<file path="src/rtl/uart_record_formatter.sv">
// uart_record_formatter
// Pops one packed record of NUM_FIELDS words from a FIFO and sends it to a
// byte UART as ASCII hex text. Fields are separated by SEP_CHAR and the record
// ends with CR LF. Run-time options: leading-zero suppression, lowercase
// digits, and a two-digit sequence-number prefix followed by ':'.
//
// state | meaning
// ------+--------------------------------------------------------------
// IDLE  | waiting for a record in the FIFO while enabled
// POP   | fifo_rd_en strobe
// LATCH | capture record and mode inputs, launch the first byte
// SEQ   | sequence prefix: two hex digits, then ':'
// DIGIT | hex digits of the current field, MSB nibble first
// SEP   | separator between fields
// CR    | carriage return
// LF    | line feed; on its done the record counters advance
//
// Inside every sending state, pend_q marks the gap cycle that follows a
// uart_tx_done. The byte itself is launched from the next-state values, so
// LATCH can start the first byte one cycle after the data arrives.
module uart_record_formatter #(
  parameter int         WORD_WIDTH = 32,
  parameter int         NUM_FIELDS = 3,
  parameter logic [7:0] SEP_CHAR   = 8'h2C
) (
  input  logic                             clk,
  input  logic                             reset,
  input  logic                             fsm_en,
  input  logic                             suppress_lz,
  input  logic                             lowercase,
  input  logic                             add_seq,
  input  logic                             uart_tx_done,
  output logic                             uart_start_tx,
  output logic [7:0]                       uart_tx_din,
  input  logic [WORD_WIDTH*NUM_FIELDS-1:0] fifo_rd_data,
  input  logic                             fifo_empty,
  output logic                             fifo_rd_en,
  output logic                             busy,
  output logic [15:0]                      records_sent
);

  localparam int         ND     = WORD_WIDTH / 4;
  localparam int         RW     = WORD_WIDTH * NUM_FIELDS;
  localparam logic [4:0] LAST_N = 5'(ND - 1);
  localparam logic [2:0] LAST_F = 3'(NUM_FIELDS - 1);
  localparam logic [4:0] SEQ_COLON = 5'd2;

  localparam logic [2:0] S_IDLE  = 3'd0;
  localparam logic [2:0] S_POP   = 3'd1;
  localparam logic [2:0] S_LATCH = 3'd2;
  localparam logic [2:0] S_SEQ   = 3'd3;
  localparam logic [2:0] S_DIGIT = 3'd4;
  localparam logic [2:0] S_SEP   = 3'd5;
  localparam logic [2:0] S_CR    = 3'd6;
  localparam logic [2:0] S_LF    = 3'd7;

  logic [2:0]    state_q, state_d;
  logic [2:0]    field_q, field_d;
  logic [4:0]    nib_q, nib_d;
  logic [RW-1:0] data_q, data_d;
  logic          slz_q, slz_d;
  logic          lc_q, lc_d;
  logic          pend_q, pend_d;
  logic [7:0]    seq_q, seq_d;
  logic [15:0]   cnt_q, cnt_d;
  logic          start_q, start_d;
  logic          rd_en_q, rd_en_d;
  logic [7:0]    din_q, din_d;
  logic          done_ok;

  function automatic logic [7:0] hex_char(input logic [3:0] n, input logic lc);
    logic [7:0] v;
    v = {4'h0, n};
    if (n < 4'd10) return 8'h30 + v;
    return (lc ? 8'h61 : 8'h41) + v - 8'd10;
  endfunction

  // Field 0 sits in the MSBs of the record.
  function automatic logic [WORD_WIDTH-1:0] field_word(input logic [RW-1:0] rec,
                                                       input logic [2:0] f);
    return rec[(NUM_FIELDS - 1 - int'(f)) * WORD_WIDTH +: WORD_WIDTH];
  endfunction

  // Nibble index 0 is the most significant nibble of the field.
  function automatic logic [3:0] nib_of(input logic [WORD_WIDTH-1:0] w,
                                        input logic [4:0] n);
    return w[(ND - 1 - int'(n)) * 4 +: 4];
  endfunction

  // First nibble to print; an all-zero field still prints its last nibble.
  function automatic logic [4:0] first_nib(input logic [WORD_WIDTH-1:0] w,
                                           input logic slz);
    logic [4:0] r;
    r = 5'd0;
    if (slz) begin
      r = LAST_N;
      for (int i = ND - 1; i >= 0; i--) begin
        if (nib_of(w, 5'(i)) != 4'h0) r = 5'(i);
      end
    end
    return r;
  endfunction

  function automatic logic [7:0] byte_for(input logic [2:0]    st,
                                          input logic [2:0]    f,
                                          input logic [4:0]    n,
                                          input logic [RW-1:0] rec,
                                          input logic          lc,
                                          input logic [7:0]    seq);
    logic [7:0] b;
    b = 8'h00;
    case (st)
      S_SEQ: begin
        if (n == SEQ_COLON) b = 8'h3A;
        else if (n == 5'd0) b = hex_char(seq[7:4], lc);
        else                b = hex_char(seq[3:0], lc);
      end
      S_DIGIT: b = hex_char(nib_of(field_word(rec, f), n), lc);
      S_SEP:   b = SEP_CHAR;
      S_CR:    b = 8'h0D;
      S_LF:    b = 8'h0A;
      default: b = 8'h00;
    endcase
    return b;
  endfunction

  assign done_ok = uart_tx_done && !pend_q && !start_q;

  // Next-state, position and byte-launch logic.
  always_comb begin
    state_d = state_q;
    field_d = field_q;
    nib_d   = nib_q;
    data_d  = data_q;
    slz_d   = slz_q;
    lc_d    = lc_q;
    pend_d  = pend_q;
    seq_d   = seq_q;
    cnt_d   = cnt_q;
    start_d = 1'b0;
    rd_en_d = 1'b0;
    din_d   = din_q;
    if (!fsm_en) begin
      state_d = S_IDLE;
      pend_d  = 1'b0;
      din_d   = 8'h00;
    end else begin
      if (pend_q) begin
        start_d = 1'b1;
        pend_d  = 1'b0;
      end
      case (state_q)
        S_IDLE: begin
          if (!fifo_empty) begin
            state_d = S_POP;
            rd_en_d = 1'b1;
          end
        end
        S_POP: state_d = S_LATCH;
        S_LATCH: begin
          data_d  = fifo_rd_data;
          slz_d   = suppress_lz;
          lc_d    = lowercase;
          field_d = 3'd0;
          start_d = 1'b1;
          if (add_seq) begin
            state_d = S_SEQ;
            nib_d   = 5'd0;
          end else begin
            state_d = S_DIGIT;
            nib_d   = first_nib(field_word(fifo_rd_data, 3'd0), suppress_lz);
          end
        end
        S_SEQ: begin
          if (done_ok) begin
            pend_d = 1'b1;
            if (nib_q == SEQ_COLON) begin
              state_d = S_DIGIT;
              nib_d   = first_nib(field_word(data_q, 3'd0), slz_q);
            end else begin
              nib_d = nib_q + 5'd1;
            end
          end
        end
        S_DIGIT: begin
          if (done_ok) begin
            pend_d = 1'b1;
            if (nib_q == LAST_N) state_d = (field_q == LAST_F) ? S_CR : S_SEP;
            else                 nib_d   = nib_q + 5'd1;
          end
        end
        S_SEP: begin
          if (done_ok) begin
            pend_d  = 1'b1;
            state_d = S_DIGIT;
            field_d = field_q + 3'd1;
            nib_d   = first_nib(field_word(data_q, field_q + 3'd1), slz_q);
          end
        end
        S_CR: begin
          if (done_ok) begin
            pend_d  = 1'b1;
            state_d = S_LF;
          end
        end
        S_LF: begin
          if (done_ok) begin
            state_d = S_IDLE;
            seq_d   = seq_q + 8'd1;
            cnt_d   = cnt_q + 16'd1;
          end
        end
        default: state_d = S_IDLE;
      endcase
      if (start_d) din_d = byte_for(state_d, field_d, nib_d, data_d, lc_d, seq_q);
    end
  end

  // State and datapath registers, cleared asynchronously.
  always_ff @(posedge clk or posedge reset) begin
    if (reset) begin
      state_q <= S_IDLE;
      field_q <= 3'd0;
      nib_q   <= 5'd0;
      data_q  <= '0;
      slz_q   <= 1'b0;
      lc_q    <= 1'b0;
      pend_q  <= 1'b0;
      seq_q   <= 8'd0;
      cnt_q   <= 16'd0;
      start_q <= 1'b0;
      rd_en_q <= 1'b0;
      din_q   <= 8'h00;
    end else begin
      state_q <= state_d;
      field_q <= field_d;
      nib_q   <= nib_d;
      data_q  <= data_d;
      slz_q   <= slz_d;
      lc_q    <= lc_d;
      pend_q  <= pend_d;
      seq_q   <= seq_d;
      cnt_q   <= cnt_d;
      start_q <= start_d;
      rd_en_q <= rd_en_d;
      din_q   <= din_d;
    end
  end

  assign uart_start_tx = start_q;
  assign uart_tx_din   = din_q;
  assign fifo_rd_en    = rd_en_q;
  assign busy          = (state_q != S_IDLE);
  assign records_sent  = cnt_q;

endmodule

</file>
<file path="config.mk">
export PLATFORM = sky130hd
export DESIGN_NAME = uart_record_formatter
export DESIGN_NICKNAME = d
export VERILOG_FILES = /design/src/rtl/uart_record_formatter.sv
export SDC_FILE = /design/constraint.sdc
export NUM_CORES = 1
export LEC_CHECK = 0
export BUFFER_PORTS_ARGS = -buffer_cell sky130_fd_sc_hd__buf_2
export CAP_MARGIN = 20
export CORE_MARGIN = 8
export CORE_UTILIZATION = 50
export CTS_CLUSTER_DIAMETER = 100
export DETAILED_ROUTE_END_ITERATION = 7
export HOLD_SLACK_MARGIN = 0.08
export PLACE_DENSITY = 0.83
export RECOVER_POWER = 100
export SLEW_MARGIN = 10
export SYNTH_ARGS = -nofsm -noshare
export SYNTH_HDL_FRONTEND = slang
export SYNTH_SLANG_ARGS = --single-unit
</file>
<file path="constraint.sdc">
create_clock -name clk -period 4.1 [get_ports clk]
set_input_delay 0.615 -clock clk [delete_from_list [all_inputs] [get_ports clk]]
set_output_delay 0.615 -clock clk [all_outputs]
set_load 0.05 [all_outputs]
</file>
After elaboration in Yosys (flattened, before gate mapping)
Cells that the tools add are included.
{ "classes": {"add_sub_neg": 16, "n_lt_le_gt_ge": 3, "eq_ne": 17, "n_shift": 3, "mux": 90, "reduce_logical": 31} }
{ "ops": {"columns": ["op", "count"], "rows": [
  ["2-to-1 mux 96 bit", 2],
  ["indexed part select 96 x 9 -> 32 bit", 2],
  ["2-to-1 mux 5 bit", 28],
  ["nonzero test 4 bit", 21],
  ["2-to-1 mux 8 bit", 10],
  ["one-hot mux 8 bit (5 select lines)", 1],
  ["2-to-1 mux 3 bit", 13],
  ["indexed part select 32 x 8 -> 4 bit", 1],
  ["2-to-1 mux 1 bit", 31],
  ["== test 3 bit (second input constant)", 8],
  ["one-hot mux 3 bit (8 select lines)", 1],
  ["subtractor 8 x 4 -> 8 bit (second input constant)", 3],
  ["adder 6 x 4 -> 7 bit (first input constant)", 3],
  ["one-hot mux 5 bit (4 select lines)", 1],
  ["adder 16 x 1 -> 16 bit (second input constant)", 1],
  ["adder 8 x 4 -> 8 bit", 2],
  ["== test 3 x 2 -> 1 bit (second input constant)", 4],
  ["less-than comparator 4 bit (second input constant)", 3],
  ["== test 5 x 2 -> 1 bit (second input constant)", 2],
  ["adder 7 x 4 -> 8 bit", 1],
  ["adder 8 x 1 -> 8 bit (second input constant)", 1],
  ["subtractor 2 x 3 -> 4 bit (first input constant)", 2],
  ["2-to-1 mux 6 bit", 1],
  ["one-hot mux 3 bit (2 select lines)", 1],
  ["15 further kinds", 17]
]} }
{ "totals": {"register_bits": 144, "out_inout_bits": 27, "elab_cells": 172} }

Longest topological paths before layout
Gate-level depths: netlist (run 1).
{ "depth": {"word_depth": 27, "depth_mapped": 20} }

Least setup slack after synthesis (run 1)
OpenSTA, ideal clock, no wires.
{ "synth_path": {"kind": "reg2reg", "startpoint": "register start_q, in the netlist uart_start_tx", "endpoint": "register din_q[3], in the netlist uart_tx_din[3]", "t_arrival_ps": 4324, "required_time_ps": 4024, "setup_slack_ps": -300, "stages_incl_launch_ff": 18, "n_path_buf": 4, "path_cell_list": "dfrtp_1 nor3b_1 a31oi_1 a21oi_1 inv_1 clkbuf_1 ha_1 clkbuf_1 clkbuf_1 clkbuf_1 and3_1 a21oi_1 mux2i_1 mux2i_1 mux2i_1 nand2_1 o31a_1 o21ai_1"} }
{ "synth_via": {"elab_chain_len": 17} }
{ "synth_rtl": {"columns": ["element", "line_no", "source"], "rows": [
  ["start: declaration", "66", "logic start_q, start_d;"],
  ["start signal: assignment", "244", "start_q <= start_d;"],
  ["logical NOT 1 bit *", "127", "assign done_ok = uart_tx_done && !pend_q && !start_q;"],
  ["logical AND 1 bit *", "127", null],
  ["parallel branches: the longest is 12 deep, another holds adder 7 x 4 -> 8 bit", null, null],
  ["one-hot mux 8 bit (5 select lines) *", "112", "case (st)"],
  ["2-to-1 mux 8 bit *", "215", "if (start_d) din_d = byte_for(state_d, field_d, nib_d, data_d, lc_d, seq_q);"],
  ["2-to-1 mux 8 bit *", "143", "if (!fsm_en) begin"],
  ["end signal: assignment", "246", "din_q <= din_d;"],
  ["end: declaration", "68", "logic [7:0] din_q, din_d;"]
]} }
Mark *: on every way between the ends. The select of a mux whose other input is x is not followed.
A chain may end at the register's enable or synchronous reset.

Worst setup path in the final report (run 1)
{ "layout_path": {"startpoint": "register field_q[1]", "endpoint": "register din_q[1], in the netlist uart_tx_din[1]"} }
{ "layout_via": {"elab_chain_len": 26} }
{ "layout_rtl": {"columns": ["element", "line_no", "source"], "rows": [
  ["start: declaration", "58", "logic [2:0] field_q, field_d;"],
  ["start signal: assignment", "236", "field_q <= field_d;"],
  ["parallel branches: the longest is 23 deep, another holds subtractor 2 x 3 -> 4 bit", null, null],
  ["one-hot mux 8 bit (5 select lines) *", "112", null],
  ["2-to-1 mux 8 bit *", "215", null],
  ["2-to-1 mux 8 bit *", "143", null]
]} }
Marks and branches as above.

==> results of run 1 <==
cells in the mapped netlist (16+ instances only):
library cell / number
nor2_1: 30
mux4_2: 32
inv_1: 16
a21oi_1: 54
mux2i_1: 30
clkbuf_1: 44
xnor2_1: 25
nand3_1: 25
nand2_1: 43
nor4_1: 18
dfrtp_1: 143
and3_1: 33
mux2_2: 135
o21ai_0: 27
critical path: cells and delay by family, from the launching register on:
family	cells	cell delay, ps
AO/OA/AOI/OAI	6	1380
AND/OR/NAND/NOR	2	820
multiplexers	3	580
flip-flops	1	440
adder cells (fa/ha/maj)	1	340
buffers and inverters	1	220
worst max path at each step:
stage	cells after the start	startpoint	to
after global placement	15	uart_tx_done	uart_tx_din[1]
after detailed placement	15	uart_tx_done	uart_tx_din[1]
after global routing	14	nib_q[0]	uart_tx_din[0]
after CTS	13	nib_q[0]	uart_tx_din[1]
after floorplan	17	uart_start_tx	uart_tx_din[3]
final	13	field_q[1]	uart_tx_din[1]
per-stage QoR:
step	cells	instance area (um2)	util, %	worst slack (ps)	hold slack [ps]
after detailed placement	1143	9926	55.83	17.38	474.6
after floorplan	813	8964	-	53.33	475.2
after CTS	1175	10520	59.18	187.2	412.6
after global routing	1175	10470	58.87	27.83	426.7
after global placement	1143	9926	55.83	155.4	457.2
final	1175	10470	58.87	238.8	424.2
cells by family after synthesis:
logic type / after synthesis
XOR/XNOR: 28
multiplexers: 197
AO/OA/AOI/OAI: 146
adder cells (fa/ha/maj): 11
other: 1
flip-flops: 143
AND/OR/NAND/NOR: 214
buffers and inverters: 73
power by group through the flow:
| stage | combinational (mW) | sequential, mW | clock (mW) |
|---|---|---|---|
| after floorplan | 1.86 | 2.21 | 0 |
| after global placement | 2.37 | 2.32 | 0 |
| after detailed placement | 2.44 | 2.37 | 0 |
| after CTS | 2.46 | 2.35 | 1.60 |
| after global routing | 2.66 | 2.43 | 1.65 |
| final | 2.50 | 2.36 | 1.58 |
area by class of cell:
class,instances,share of cell area [%]
sequential,143,34.19
multi-input combinational,597,48.58
clock inverter,14,1.602
timing repair buffer,158,8.188
tap,229,2.737
clock buffer,18,4.100
inverter,16,0.6096
per-layer routing:
metal / wire [um] / GRT usage (%)
met1: 10510 / 30.01
met2: 12550 / 38.02
met3: 2162 / 5.987
met4: 1141 / 11.89
met5: 0 / 0
sequential cells by signal, summed over array words and instances, names as in the netlist:
name	count
data_q	96
fifo_rd_en	1
nib_q	5
seq_q	8
state_q	3
records_sent	16
uart_start_tx	1
pend_q	1
slz_q	1
field_q	3
uart_tx_din	7
lc_q	1
==> results.cfg, run 1 <==
[floorplanning]
coreArea_um2 = 17780
die_x_um = 149.8
num_io_pins = 131
initial_core_util_pct = 50.36
die_h_um = 149.8
num_rows = 49
die_area_um2 = 22440

[pwr]
clock_power_share_pct = 24.5
switching_power_mw = 2.259
power_density_nw_per_um2 = 615.8
ir_drop_uv = 376.4
power.share.sequential_pct = 36.7
power.total_mw = 6.446
p_sw_share_pct = 35.04
p_leak_nw = 4.353
intPower_mw = 4.187
combPwrFrac_pct = 38.8

[logic_synthesis]
yosysTopAreaCell = dfrtp_1
synth_seq_cells = 143
synth_fa_ha_area_share_pct = 1.537
yosys.area_share.simple_pct = 13.12
netlist_area_um2 = 8954
synth_cells = 813
synth_edf_count = 0
synth.top_cell.area_share_pct = 39.97
synthArstFlopShare_pct = 100.0
ys_seq_area_share_pct = 39.97
ys.warnings.count = 0
synth-compound-area-share_pct = 10.75
synth-xor-area-share_pct = 2.739
yosys-top-cells-area = dfrtp_1, mux2_2, mux4_2
synth_cell_types = 69
synth_fp_nets = 928
synth_top_family_by_area = multiplexers
synth_ff_type = dfrtp_1
avgSynthCellArea_um2 = 11.01
synthMuxAreaShare_pct = 28.38

[clocking]
cts_hold_buf = 0
clock_path_buffers = 2
clock_sinks = 143
postCtsSetupBuffers = 0
cts_tree = yes
clkTransAtPathRegs_ps = 60
ctsResizeCount = 0
root_buffer = clkbuf_16
clock_latency_ps = 430
htree_levels = 4
numCtsBuffers = 17

[layout]
areaGrowthSynthToFinish_pct = 16.91
antenna_cells = 0
final_common_cell = dfrtp_1
regArea_um2 = 3578
fill_cells = 1469
final_cell_mix = dfrtp_1, mux2_2, buf_2, a21oi_1, nand2_1
drive_above_1_share_pct = 36.26
fin_nets = 1048
multi_input_area_um2 = 5085

[critical_path]
timing.rr.start = field_q[1]
path_cells = ha_1 -> nor2b_1 -> o41ai_1 -> a221oi_1 -> o21bai_1 -> o211ai_1 -> buf_12 -> mux2i_1 -> mux2i_1 -> mux2i_2 -> nor4bb_1 -> a21oi_1 -> o211ai_1
cp-start-kind = flip-flop
cp-end-kind = flip-flop
worstPathRequired_ps = 4450
critPathArrivalTime_ps = 4210
rr_worst_depth = 13
critPathKind = flip-flop to flip-flop
crit_slowest_cell = dfrtp_1
cp_max_fo = 16
max_stage_delay_ps = 440
r2r_slack_ps = 240
r2r_end = uart_tx_din[1]

[placement]
port_buffers = 129
gp_congestion = 1.018
dp_hpwl_mm = 19.39

[min_path]
hold_depth = 2
holdPathEnd = data_q[39]
hp-start = fifo_rd_data[39]
min-delay-path-class = input port to flip-flop

[timing]
final_max_slew_viol_count = 181
rsz0062_at_grt = no
fin_crit_ps = 3861
worst_clock_skew_ps = 9.224
relSlewSlack_pct = -113.7
period_share_pct = 94.18
hold_viol = 0
fmax_mhz = 259.0
tns_ps = 0
setup_viol = 0
tightest_slew_ps = 3206

[outcome]
status = finished with violations
failed_checks = max-capacitance violations, max-slew violations

[global_route]
antenna_found_initial = 0
gr-total-overflow = 0
grt_use_total_pct = 23.95
grt_max_degree = 144
grt_pass1_wl_mm = 41.69
grt_pass1_vias = 7688

[route]
avgViaCountPerCell = 6.388
num_vias = 7506
drt_wl_total_mm = 26.36
ant_nets = 0
wire_per_inst_um = 22.44
dr.pass1.iters = 7
drc_errors = 0
drt_iter0_drc = 768

[job]
maxCapViolations = 2
No activity file was read; power rests on OpenSTA's default activity.
==> run 2: changes to the inputs <==
- BUFFER_PORTS_ARGS: -buffer_cell sky130_fd_sc_hd__buf_2 -> unset
- DONT_BUFFER_PORTS: unset -> 1
- PLACE_DENSITY: 0.83 -> 0.77
==> run 2 against run 1 <==
  * The run still ends with max-capacitance violations, max-slew violations left
  * Wire length is 4.8% lower
  * Cell area is 5.6% lower
  * Non-clock buffer count is 128 lower
  * Critical endpoint is now data_q[56]
  * Largest cell class unchanged
  * Highest routed layer unchanged
==> results.cfg, run 2 (synthesized netlist as in run 1, its figures left out) <==
[critical_path]
cp_max_fo = 42
worstPathRequired_ps = 4410
critPathKind = flip-flop to flip-flop
cp-end-kind = flip-flop
critPathArrivalTime_ps = 4130
cp-start-kind = flip-flop

[clocking]
postCtsSetupBuffers = 0
cts_hold_buf = 0
htree_levels = 4
clock_path_buffers = 2
cts_tree = yes
root_buffer = clkbuf_16
clock_sinks = 143
clkTransAtPathRegs_ps = 60
numCtsBuffers = 17
clock_latency_ps = 430

[route]
avgViaCountPerCell = 6.502
num_vias = 6808
drt_wl_total_mm = 25.09
dr.pass1.iters = 7
wire_per_inst_um = 23.96
drc_errors = 0
drt_iter0_drc = 654
ant_nets = 0

[layout]
final_common_cell = dfrtp_1
drive_above_1_share_pct = 29.46
top_register = data_q
antenna_cells = 0
stdcell_count = 1047
largest_register_ffs = 96
fin_nets = 920
areaGrowthSynthToFinish_pct = 10.37
final_cell_mix = dfrtp_1, mux2_2, a21oi_1, nand2_1, and3_1

[global_route]
grt_pass1_vias = 6921
grt_max_degree = 144
grt_pass1_wl_mm = 39.65
grt_use_total_pct = 22.99
antenna_found_initial = 0
gr-total-overflow = 0

[pwr]
combPwrFrac_pct = 37.9
power_density_nw_per_um2 = 643.4
ir_drop_uv = 359.5
switching_power_mw = 2.175
clock_power_share_pct = 25.2
p_sw_share_pct = 34.21
power.share.sequential_pct = 36.9
p_leak_nw = 3.937
intPower_mw = 4.183

[timing]
final_max_slew_viol_count = 186
fin_crit_ps = 3825
period_share_pct = 93.28
hold_viol = 0
rsz0062_at_grt = no
fmax_mhz = 261.5
tns_ps = 0
setup_viol = 0
tightest_slew_ps = 3209
relSlewSlack_pct = -113.9
worst_clock_skew_ps = 7.793

[floorplanning]
die_h_um = 149.8
coreArea_um2 = 17780
die_x_um = 149.8
num_io_pins = 131
initial_core_util_pct = 50.36
num_rows = 49
die_area_um2 = 22440

[placement]
port_buffers = 0
dp_hpwl_mm = 18.70
post-place-cells = 1015
gp_congestion = 0.9760

[outcome]
status = finished with violations
failed_checks = max-capacitance violations, max-slew violations

[job]
maxCapViolations = 2

[min_path]
min-delay-path-class = input port to flip-flop
==> run 2: changes by cell type in the layout (fill, tap and decap cells not counted), moves of 2 or more <==
| cell | change |
|---|---|
| clkinvlp_4 | -4 |
| clkbuf_1 | -25 |
| and2_1 | +2 |
| clkinv_4 | +2 |
| and2_0 | -2 |
| buf_2 | -102 |
==> run 2: worst max-delay path, stage by stage, from the launching register on <==
cell and delay [ps]:
dfrtp_1 540, nor3b_2 270, clkbuf_1 160, buf_4 420, and2_1 1530, buf_4 380, mux2_2 360
==> run 2: path summary, 6_finish.rpt <==
path	start	to	slack [ps]	cells past startpoint
setup / recovery	state_q[0]	data_q[56]	280	6
hold / removal	fsm_en	nib_q[4]	280	1
setup reg to reg	state_q[0]	data_q[56]	280	6
hold reg to reg	data_q[0]	data_q[0]	500	1
max in group asynchronous	reset	data_q[32]	930	2
min in group asynchronous	reset	data_q[56]	1320	2
==> run 2: power by group through the flow <==
| stage | logic (mW) | clock network (mW) | registers [mW] |
|---|---|---|---|
| 3_5_place_dp | 2.35 | 0 | 2.35 |
| 3_3_place_gp | 2.31 | 0 | 2.33 |
| 5_1_grt | 2.58 | 1.67 | 2.42 |
| 4_1_cts | 2.36 | 1.62 | 2.34 |
| 6_report | 2.41 | 1.60 | 2.35 |
| 2_1_floorplan | 1.86 | 0 | 2.21 |
==> run 2: layout make-up <==
cell class,count,area [um2]
timing repair buffer,30,245.2
clock buffer,19,442.9
tap,229,286.5
clock inverter,13,162.7
sequential,143,3578
fill,1476,7898
inverter,16,61.31
multi-input combinational,597,5105
==> run 2: metrics by stage <==
stage / power [mW] / cell area (um2) / hold WS [ps] / setup WS [ps] / utilization [%]
6_report: 6.358 / 9882 / 280.6 / 275.3 / 55.58
5_1_grt: 6.669 / 9882 / 262.0 / 25.78 / 55.58
4_1_cts: 6.323 / 9893 / 255.6 / 334.3 / 55.64
3_5_place_dp: 4.701 / 9288 / 491.4 / 219.6 / 52.24
3_3_place_gp: 4.636 / 9288 / 485.3 / 305.8 / 52.24
2_1_floorplan: 4.065 / 8964 / 475.2 / 53.33 / -
==> run 2: layer usage <==
metal  vias up  GRT usage [%]  part of all wire (%)  routed length [um]
met4         0          11.54                   4.2                1055
met2       334          35.41                    47               11690
met1      3355          28.41                    39                9874
li1       3051              -                     -                   -
met5         -              0                     0                   0
met3        68          7.741                   9.8                2471
==> run 2: timing repair <==
action	4_1_cts	5_1_grt
resized for setup	0	4
endpoints found under the hold margin	0	0
setup endpoints to repair	0	2
